## src/rtl/mobius_seq_ctrl.sv

```systemverilog
// Sequencer for the external single-layer Mobius round datapath (butterfly + perfect shuffle).
// Latency: accept at edge t, out_valid from edge t+LOG2_N; minimum job period LOG2_N+2 cycles.
// Backpressure: in_ready only in IDLE; result held stable in DONE until out_ready.
//
// Ports:
//   clk, rst            clock (rising edge) and asynchronous active-high reset
//   in_valid/in_ready   input handshake, in_data is the truth table (index 0 = f(0))
//   rnd_in / rnd_out    state register to the round datapath / its combinational result
//   out_valid/out_ready output handshake, out_data carries the ANF coefficients
//   busy, round_idx     high while rounds run / rounds completed in the current job
//   abort               only with MOBIUS_ABORT_EN defined: drops the job in RUN or DONE
//
// Optional feature macro: MOBIUS_ABORT_EN (adds the abort input).

module mobius_seq_ctrl #(
    parameter int N      = 256,
    parameter int LOG2_N = 8,
    parameter int CNT_W  = 4
) (
    input  logic             clk,
    input  logic             rst,
`ifdef MOBIUS_ABORT_EN
    input  logic             abort,
`endif
    input  logic             in_valid,
    output logic             in_ready,
    input  logic [0:N-1]     in_data,
    output logic [0:N-1]     rnd_in,
    input  logic [0:N-1]     rnd_out,
    output logic             out_valid,
    input  logic             out_ready,
    output logic [0:N-1]     out_data,
    output logic             busy,
    output logic [CNT_W-1:0] round_idx
);

    // Parameter sanity, checked at elaboration.
    generate
        if (N < 2 || (N & (N - 1)) != 0) begin : g_bad_n
            $error("mobius_seq_ctrl: N must be a power of two >= 2");
        end
        if ((1 << LOG2_N) != N) begin : g_bad_log2
            $error("mobius_seq_ctrl: LOG2_N must equal log2(N)");
        end
        if ((1 << CNT_W) <= LOG2_N) begin : g_bad_cnt
            $error("mobius_seq_ctrl: CNT_W too narrow to reach LOG2_N");
        end
    endgenerate

    typedef enum logic [1:0] {
        IDLE = 2'd0,
        RUN  = 2'd1,
        DONE = 2'd2
    } state_t;

    // Index of the round whose result is captured on the edge that enters DONE.
    localparam logic [CNT_W-1:0] LAST_RND = CNT_W'(LOG2_N - 1);

    state_t           state;
    state_t           state_nxt;
    logic [0:N-1]     sreg;
    logic [CNT_W-1:0] rnd_cnt;
    logic             kill;

    // kill drops the job in RUN/DONE; it outranks round completion and out_ready.
`ifdef MOBIUS_ABORT_EN
    assign kill = abort && (state != IDLE);
`else
    assign kill = 1'b0;
`endif

    // ------------------------------------------------------------------
    // FSM: state register
    // ------------------------------------------------------------------
    always_ff @(posedge clk or posedge rst) begin
        if (rst) begin
            state <= IDLE;
        end else begin
            state <= state_nxt;
        end
    end

    // ------------------------------------------------------------------
    // FSM: next-state logic
    // ------------------------------------------------------------------
    always_comb begin
        state_nxt = state;
        case (state)
            IDLE: begin
                if (in_valid) begin
                    state_nxt = RUN;
                end
            end
            RUN: begin
                if (rnd_cnt == LAST_RND) begin
                    state_nxt = DONE;
                end
            end
            DONE: begin
                if (out_ready) begin
                    state_nxt = IDLE;
                end
            end
            default: state_nxt = IDLE;
        endcase
        if (kill) begin
            state_nxt = IDLE;
        end
    end

    // ------------------------------------------------------------------
    // FSM: Moore outputs
    // ------------------------------------------------------------------
    always_comb begin
        in_ready  = (state == IDLE);
        busy      = (state == RUN);
        out_valid = (state == DONE);
    end

    // ------------------------------------------------------------------
    // Datapath: state register and round counter
    // ------------------------------------------------------------------
    // In RUN the register captures one round per cycle; the counter saturates
    // at LOG2_N naturally because RUN is left on the same edge it reaches it.
    always_ff @(posedge clk or posedge rst) begin
        if (rst) begin
            sreg    <= '0;
            rnd_cnt <= '0;
        end else if (kill) begin
            sreg    <= '0;
            rnd_cnt <= '0;
        end else begin
            case (state)
                IDLE: begin
                    if (in_valid) begin
                        sreg    <= in_data;
                        rnd_cnt <= '0;
                    end
                end
                RUN: begin
                    sreg    <= rnd_out;
                    rnd_cnt <= rnd_cnt + CNT_W'(1);
                end
                default: begin
                    // DONE: hold result and count until handoff.
                end
            endcase
        end
    end

    assign rnd_in    = sreg;
    assign out_data  = sreg;
    assign round_idx = rnd_cnt;

`ifndef SYNTHESIS
    // The offered result must not move while the consumer stalls.
    out_data_hold_a: assert property (@(posedge clk) disable iff (rst)
        (out_valid && !out_ready) |=> (!out_valid || $stable(out_data)))
        else $error("mobius_seq_ctrl: out_data changed under backpressure");
`endif

endmodule

```

## config.mk

```make
export PLATFORM = sky130hd
export DESIGN_NAME = mobius_seq_ctrl
export DESIGN_NICKNAME = d
export VERILOG_FILES = /design/src/rtl/mobius_seq_ctrl.sv
export SDC_FILE = /design/constraint.sdc
export NUM_CORES = 1
export LEC_CHECK = 0
export CAP_MARGIN = 10
export CORE_AREA = 2 2 401 403
export CTS_BUF_LIST = sky130_fd_sc_hd__clkbuf_16
export DETAILED_ROUTE_END_ITERATION = 16
export DIE_AREA = 0 0 403 405
export PLACE_DENSITY = 0.32
export SLEW_MARGIN = 20
export SYNTH_ARGS = -nofsm -noshare
export SYNTH_HDL_FRONTEND = slang
export SYNTH_SLANG_ARGS = --single-unit
```

## constraint.sdc

```tcl
create_clock -name clk -period 14.7 [get_ports clk]
set_input_delay 1.47 -clock clk [delete_from_list [all_inputs] [get_ports clk]]
set_output_delay 1.47 -clock clk [all_outputs]
set_load 0.03 [all_outputs]
```

==> results of run 1 <==
==> routing by layer <==
layer | vias to the layer above | GRT usage (%) | share of wire [%]
met5 | - | 0 | 0.044
met4 | 6 | 2.109 | 1.3
met3 | 95 | 2.890 | 5.6
li1 | 6700 | - | -
met1 | 7291 | 14.99 | 42
met2 | 587 | 21.35 | 51
==> critical path, cell delays in order (launching register included) <==
cell	delay (ps)
dfrtp_4	840
nor2b_4	750
clkdlybuf4s50_1	840
==> final cells by class <==
cell class / instances / area, sq um / area share [%]
flip-flops and latches: 262 / 6564 / 24.73
multi-input cells: 911 / 5663 / 21.34
inverters: 3 / 18.77 / 0.07072
well taps: 2086 / 2610 / 9.835
clock buffers: 38 / 950.9 / 3.583
clock inverters: 25 / 148.9 / 0.5611
diodes: 6 / 15.01 / 0.05658
repair buffers: 1056 / 10570 / 39.82
==> state kept, by name (all words and copies together) (netlist names) <==
signal and cells:
out_data 256, state 2, round_idx 4
==> layout by cell type (no fill, tap or decap) <==
cell / count
diode_2: 6
a22oi_1: 176
bufinv_16: 1
nor2b_1: 125
a21oi_1: 126
buf_4: 18
inv_8: 1
mux2i_1: 1
dfrtp_4: 2
and3_1: 1
nand4_1: 1
buf_6: 1
buf_12: 4
nand2b_1: 1
clkbuf_16: 38
dfrtp_1: 260
o21ai_1: 198
clkinv_2: 1
inv_1: 11
nand2_1: 132
nand3_1: 1
a22o_1: 3
nor2_1: 1
nor2b_4: 2
ha_1: 1
and2b_4: 1
clkdlybuf4s50_1: 1033
a211oi_1: 1
clkinv_1: 10
o21bai_4: 1
clkinv_4: 1
o21ai_0: 58
inv_6: 2
mux2_2: 1
clkinv_8: 1
a22oi_2: 80
==> path summary, 6_finish.rpt <==
path                                            from                   endpoint  slack, ps  depth (start not counted)
max in group asynchronous                        rst  out_data[125]$_DFFE_PP0P_      11630                          4
hold / removal             out_data[116]$_DFFE_PP0P_  out_data[116]$_DFFE_PP0P_        520                          2
hold reg to reg            out_data[116]$_DFFE_PP0P_  out_data[116]$_DFFE_PP0P_        520                          2
setup / recovery                state[0]$_DFFE_PP0P_                       busy      10180                          2
setup reg to reg                state[0]$_DFFE_PP0P_  out_data[156]$_DFFE_PP0P_      11090                          4
min in group asynchronous                        rst  out_data[224]$_DFFE_PP0P_       1350                          2
==> metrics by stage <==
| stage | hold slack, ps | cell area, sq um | worst slack (ps) | util, % |
|---|---|---|---|---|
| after floorplan | 661.3 | 14930 | 6018 | - |
| after global placement | 502.4 | 25420 | 10720 | 15.96 |
| after detailed placement | 514.1 | 25420 | 10700 | 15.96 |
| after CTS | 524.1 | 26520 | 10020 | 16.65 |
| after global routing | 544.5 | 26520 | 10000 | 16.65 |
| final | 515.6 | 26540 | 10180 | 16.66 |
==> power by group through the flow <==
stage          sequential (uW)  clock [uW]  combinational [uW]
3_5_place_dp              1680           0                4040
4_1_cts                   1680         931                4050
5_1_grt                   1720         954                4190
6_report                  1660         880                4010
2_1_floorplan             2100           0                1960
3_3_place_gp              1680           0                4070
==> kinds of logic (layout without fill, tap and decap cells) <==
family          Yosys count  in the layout  synth area share, %
other cells               0              6                    0
simple gates            265            265                8.890
fa+ha+maj                 1              1              0.08377
mux                       2              2               0.1424
buf+inv                 389           1122                18.27
compound gates          643            643                28.71
flops                   262            262                43.90
==> impl_metrics.yaml, run 1 <==
timing:
  finalHoldViolCount: 0
  worst_clock_skew_ps: 10.66
  slew_viol_final: 0
  relSlewSlack_pct: 37.98
  rsz0062_at_grt: "no"
  final.setup.tns_ps: 0
  period_share_pct: 30.72
  worst_pin_slew_ps: 930.4
  timing.fmax_mhz: 221.5
  fin_crit_ps: 4515
  setup_viol: 0
floorplan:
  ios: 1035
  die_w_um: 403
  core_area_sq_um: 159300
  die_height_um: 405
  initial_core_util_pct: 9.375
  fp-row-count: 147
  die_area_sq_um: 163200
clock_network:
  h-tree-depth: 2
  path_clk_slew_ps: 60
  cts_num_sinks: 262
  hold_buffers: 0
  cts_root_buffer: "clkbuf_16"
  numCtsBuffers: 38
  cts_tree: "done"
  clock_path_buffers: 3
  clock_latency_ps: 580
  post-cts-setup-buffers: 0
  ctsResizeCount: 0
placed_design:
  place.gp.congestion: 0.7721
  dp.cells: 4318
  numPortBuffers: 1034
  hpwl_um: 79910
routing:
  num_vias: 14680
  drcViolationCount: 0
  vias_per_cell: 3.346
  drtIter0Drc: 736
  drt_pass1_iterations: 6
  drtAntennaViolNets: 0
  wire_per_inst_um: 23.64
  finalWirelength_um: 103700
grt:
  grt_max_degree: 136
  grt_util_all_layers_pct: 12.10
  grt_pass1_wl_um: 138000
  grt_pass1_vias: 15350
  antenna_found_initial: 32
  grt_overflow: 0
logic_synthesis:
  post_synth.cell_area_avg_sq_um: 9.560
  synth.most_common_cell: "buf_4"
  synth_commonest_cells: "269 x buf_4, 262 x dfrtp_1, 198 x o21ai_1"
  ys_warn_count: 0
  syn_inst: 1562
  synth_enable_flop_cells: 0
  synth_top_area_share_pct: 43.90
  synth_fp_nets: 2079
  synth_seq_cells: 262
  yosysTopAreaCell: "dfrtp_1"
  synthTopCellsByArea: "dfrtp_1 44%, buf_4 14%, a22oi_1 8.8%, a22oi_2 6.7%, o21ai_1 6.6%"
  syn-cell-area_sq_um: 14930
  seq_area_frac_synth_pct: 43.90
  synthDistinctLibCells: 27
  synth_flop_cell: "dfrtp_1"
  synthArstFlopShare_pct: 100.0
status:
  status: "completed"
setup_path:
  worstSetupPathType: "reg2out"
  critPathLaunchType: "flop"
  crit_fanout: 39
  cp_data_arrival_time_ps: 3050
  setup.worst_path.end_class: "primary output"
  cp.required_ps: 13230
final_layout:
  syn2layout_area_growth_pct: 77.70
  fin_nets: 2789
  final_cells: 4387
  fill_cells: 17890
  drive_above_1_share_pct: 6.754
power_and_ir_drop:
  clockPowerShare_pct: 13.4
  ir_worst_vdd_mv: 0.1066
  power_switching_uw: 3371
  combPwrFrac_pct: 61.2
  netSwitchingFraction_pct: 51.47
  finalPower_uw: 6548
  p_int_uw: 3178
  seqPwrFrac_pct: 25.3
  power_density_nw_per_um2: 246.8
  p_leak_uw: 0.009552
flow_run:
  cap_violations: 0
min_path:
  hold_path_class: "reg2reg"
Note: power is estimated with default switching activity, not from simulation.
==> inputs of run 2 (changes only) <==
--- a/config.mk
+++ b/config.mk
@@ -6,11 +6,11 @@
 export NUM_CORES = 1
 export LEC_CHECK = 0
 export CAP_MARGIN = 10
-export CORE_AREA = 2 2 401 403
+export CORE_AREA = 2 2 399 401
 export CTS_BUF_LIST = sky130_fd_sc_hd__clkbuf_16
 export DETAILED_ROUTE_END_ITERATION = 16
-export DIE_AREA = 0 0 403 405
-export PLACE_DENSITY = 0.32
+export DIE_AREA = 0 0 401 403
+export PLACE_DENSITY = 0.33
 export SLEW_MARGIN = 20
 export SYNTH_ARGS = -nofsm -noshare
 export SYNTH_HDL_FRONTEND = slang
==> constraint.sdc (replaced) <==
create_clock -name clk -period 3.8 [get_ports clk]
set_input_delay 0.38 -clock clk [delete_from_list [all_inputs] [get_ports clk]]
set_output_delay 0.38 -clock clk [all_outputs]
set_load 0.03 [all_outputs]
==> impl_metrics.yaml, run 2 (synthesized netlist as in run 1, its figures left out) <==
routing:
  drt_pass1_iterations: 5
  drtAntennaViolNets: 0
  drtIter0Drc: 835
  num_vias: 14890
  drcViolationCount: 0
  vias_per_cell: 3.389
  wire_per_inst_um: 24.53
  finalWirelength_um: 107800
setup_path:
  worstSetupPathType: "reg2out"
  crit_fanout: 50
  path_cells: "nor2b_4 -> clkdlybuf4s50_1"
  timing.rr.start: "state[1]$_DFFE_PP0P_"
  critPathLaunchType: "flop"
  r2r-end: "round_idx[0]$_DFFE_PP0P_"
  cp.required_ps: 3420
  r2r_setup_slack_ps: 1400
  setup.worst_path.end_class: "primary output"
  r2r_cells: 3
  cp_slowest_stage_delay_ps: 780
  cp_data_arrival_time_ps: 2470
  critPathSlowestCell: "clkdlybuf4s50_1"
timing:
  setup_slack_ps: 952.5
  rsz0062_at_grt: "no"
  fin_crit_ps: 2847
  period_share_pct: 74.93
  final.setup.tns_ps: 0
  slew_viol_final: 0
  worst_pin_slew_ps: 1000
  finalHoldViolCount: 0
  worst_clock_skew_ps: 23.15
  relSlewSlack_pct: 33.32
  timing.fmax_mhz: 351.2
  setup_viol: 0
final_layout:
  fill_cells: 17690
  fin_nets: 2807
  syn2layout_area_growth_pct: 79.90
  largest_reg_flops: 256
  mostFrequentLayoutCells: "1033 x clkdlybuf4s50_1, 260 x dfrtp_1, 198 x o21ai_1, 176 x a22oi_1, 132 x nand2_1"
  drive_above_1_share_pct: 7.891
  layout_commonest_cell: "clkdlybuf4s50_1"
placed_design:
  hpwl_um: 85310
  place.gp.congestion: 0.8127
  numPortBuffers: 1034
  pre_cts_slack_ps: 1438
floorplan:
  die_w_um: 401
  fp-row-count: 146
  ios: 1035
  core_area_sq_um: 157500
  die_height_um: 403
  die_area_sq_um: 161600
  initial_core_util_pct: 9.483
clock_network:
  ctsResizeCount: 0
  cts_root_buffer: "clkbuf_16"
  cts_num_sinks: 262
  hold_buffers: 0
  h-tree-depth: 2
  clock_path_buffers: 3
  path_clk_slew_ps: 60
  cts_tree: "done"
  post-cts-setup-buffers: 0
  numCtsBuffers: 40
  clock_latency_ps: 600
grt:
  grt_util_all_layers_pct: 12.77
  grt_pass1_vias: 15370
  grt_max_degree: 124
  grt_pass1_wl_um: 143100
  antenna_found_initial: 56
  grt_overflow: 0
power_and_ir_drop:
  combPwrFrac_pct: 61.3
  netSwitchingFraction_pct: 51.24
  seqPwrFrac_pct: 24.5
  power_switching_uw: 13120
  clockPowerShare_pct: 14.1
  p_int_uw: 12480
  p_leak_uw: 0.009708
  power_density_nw_per_um2: 952.9
  finalPower_uw: 25600
  ir_worst_vdd_mv: 0.4466
flow_run:
  cap_violations: 0
status:
  status: "completed"
min_path:
  hold_path_class: "in2async"
==> run 2: changes by cell type in the layout (fill, tap and decap cells not counted), sizes merged <==
cell	delta
buf	+16
clkbuf	+2
clkinvlp	+5
clkinv	+5
inv	-4
diode	-3
==> run 2: power groups by stage <==
stage	sequential (uW)	clock [uW]	combinational, uW
after floorplan	8120	0	7580
after global placement	6380	0	15900
after detailed placement	6380	0	15800
after CTS	6370	3830	15900
after global routing	6520	3900	16400
final	6280	3620	15700
==> run 2: layout make-up <==
class | instances | area (sq um) | share of cell area, %
clock buffers | 40 | 1001 | 3.726
inverters | 3 | 15.01 | 0.05589
clock inverters | 31 | 201.4 | 0.7498
well taps | 2072 | 2592 | 9.650
flip-flops and latches | 262 | 6564 | 24.43
repair buffers | 1072 | 10820 | 40.28
multi-input cells | 911 | 5663 | 21.08
diodes | 3 | 7.507 | 0.02794
==> run 2: how the worst max path moves through the flow <==
| stage | start | endpoint | slack [ps] | cells after the start |
|---|---|---|---|---|
| 4_1_cts | state[1]$_DFFE_PP0P_ | busy | 870 | 2 |
| 6_report | state[1]$_DFFE_PP0P_ | busy | 950 | 2 |
| 5_1_grt | state[1]$_DFFE_PP0P_ | busy | 860 | 2 |
| 2_1_floorplan | rst | out_data[0]$_DFFE_PP0P_ | -40 | 1 |
| 3_3_place_gp | state[1]$_DFFE_PP0P_ | round_idx[0]$_DFFE_PP0P_ | 1460 | 3 |
| 3_5_place_dp | state[1]$_DFFE_PP0P_ | round_idx[0]$_DFFE_PP0P_ | 1440 | 3 |
==> run 2: per-layer routing <==
metal	global-route usage, %	wire [um]
met1	16.20	46480
met2	22.17	53350
met3	2.930	5898
met4	2.231	1956
met5	0	111
==> run 2: per-stage QoR <==
step | hold WS, ps | util [%] | area, sq um | std cells
floorplan | 519.1 | - | 14940 | 1562
global placement | 491.8 | 16.29 | 25650 | 4320
detailed placement | 496.8 | 16.29 | 25650 | 4320
CTS | 169.9 | 17.06 | 26860 | 4391
global route | 206.6 | 17.06 | 26860 | 4391
finish | 187.5 | 17.06 | 26860 | 4394
==> run 2: worst max-delay path, delay by kind of cell (launching register included) <==
| kind | cells | cell delay, ps |
|---|---|---|
| buffers and inverters | 1 | 780 |
| flip-flops | 1 | 730 |
| AND/OR/NAND/NOR | 1 | 310 |
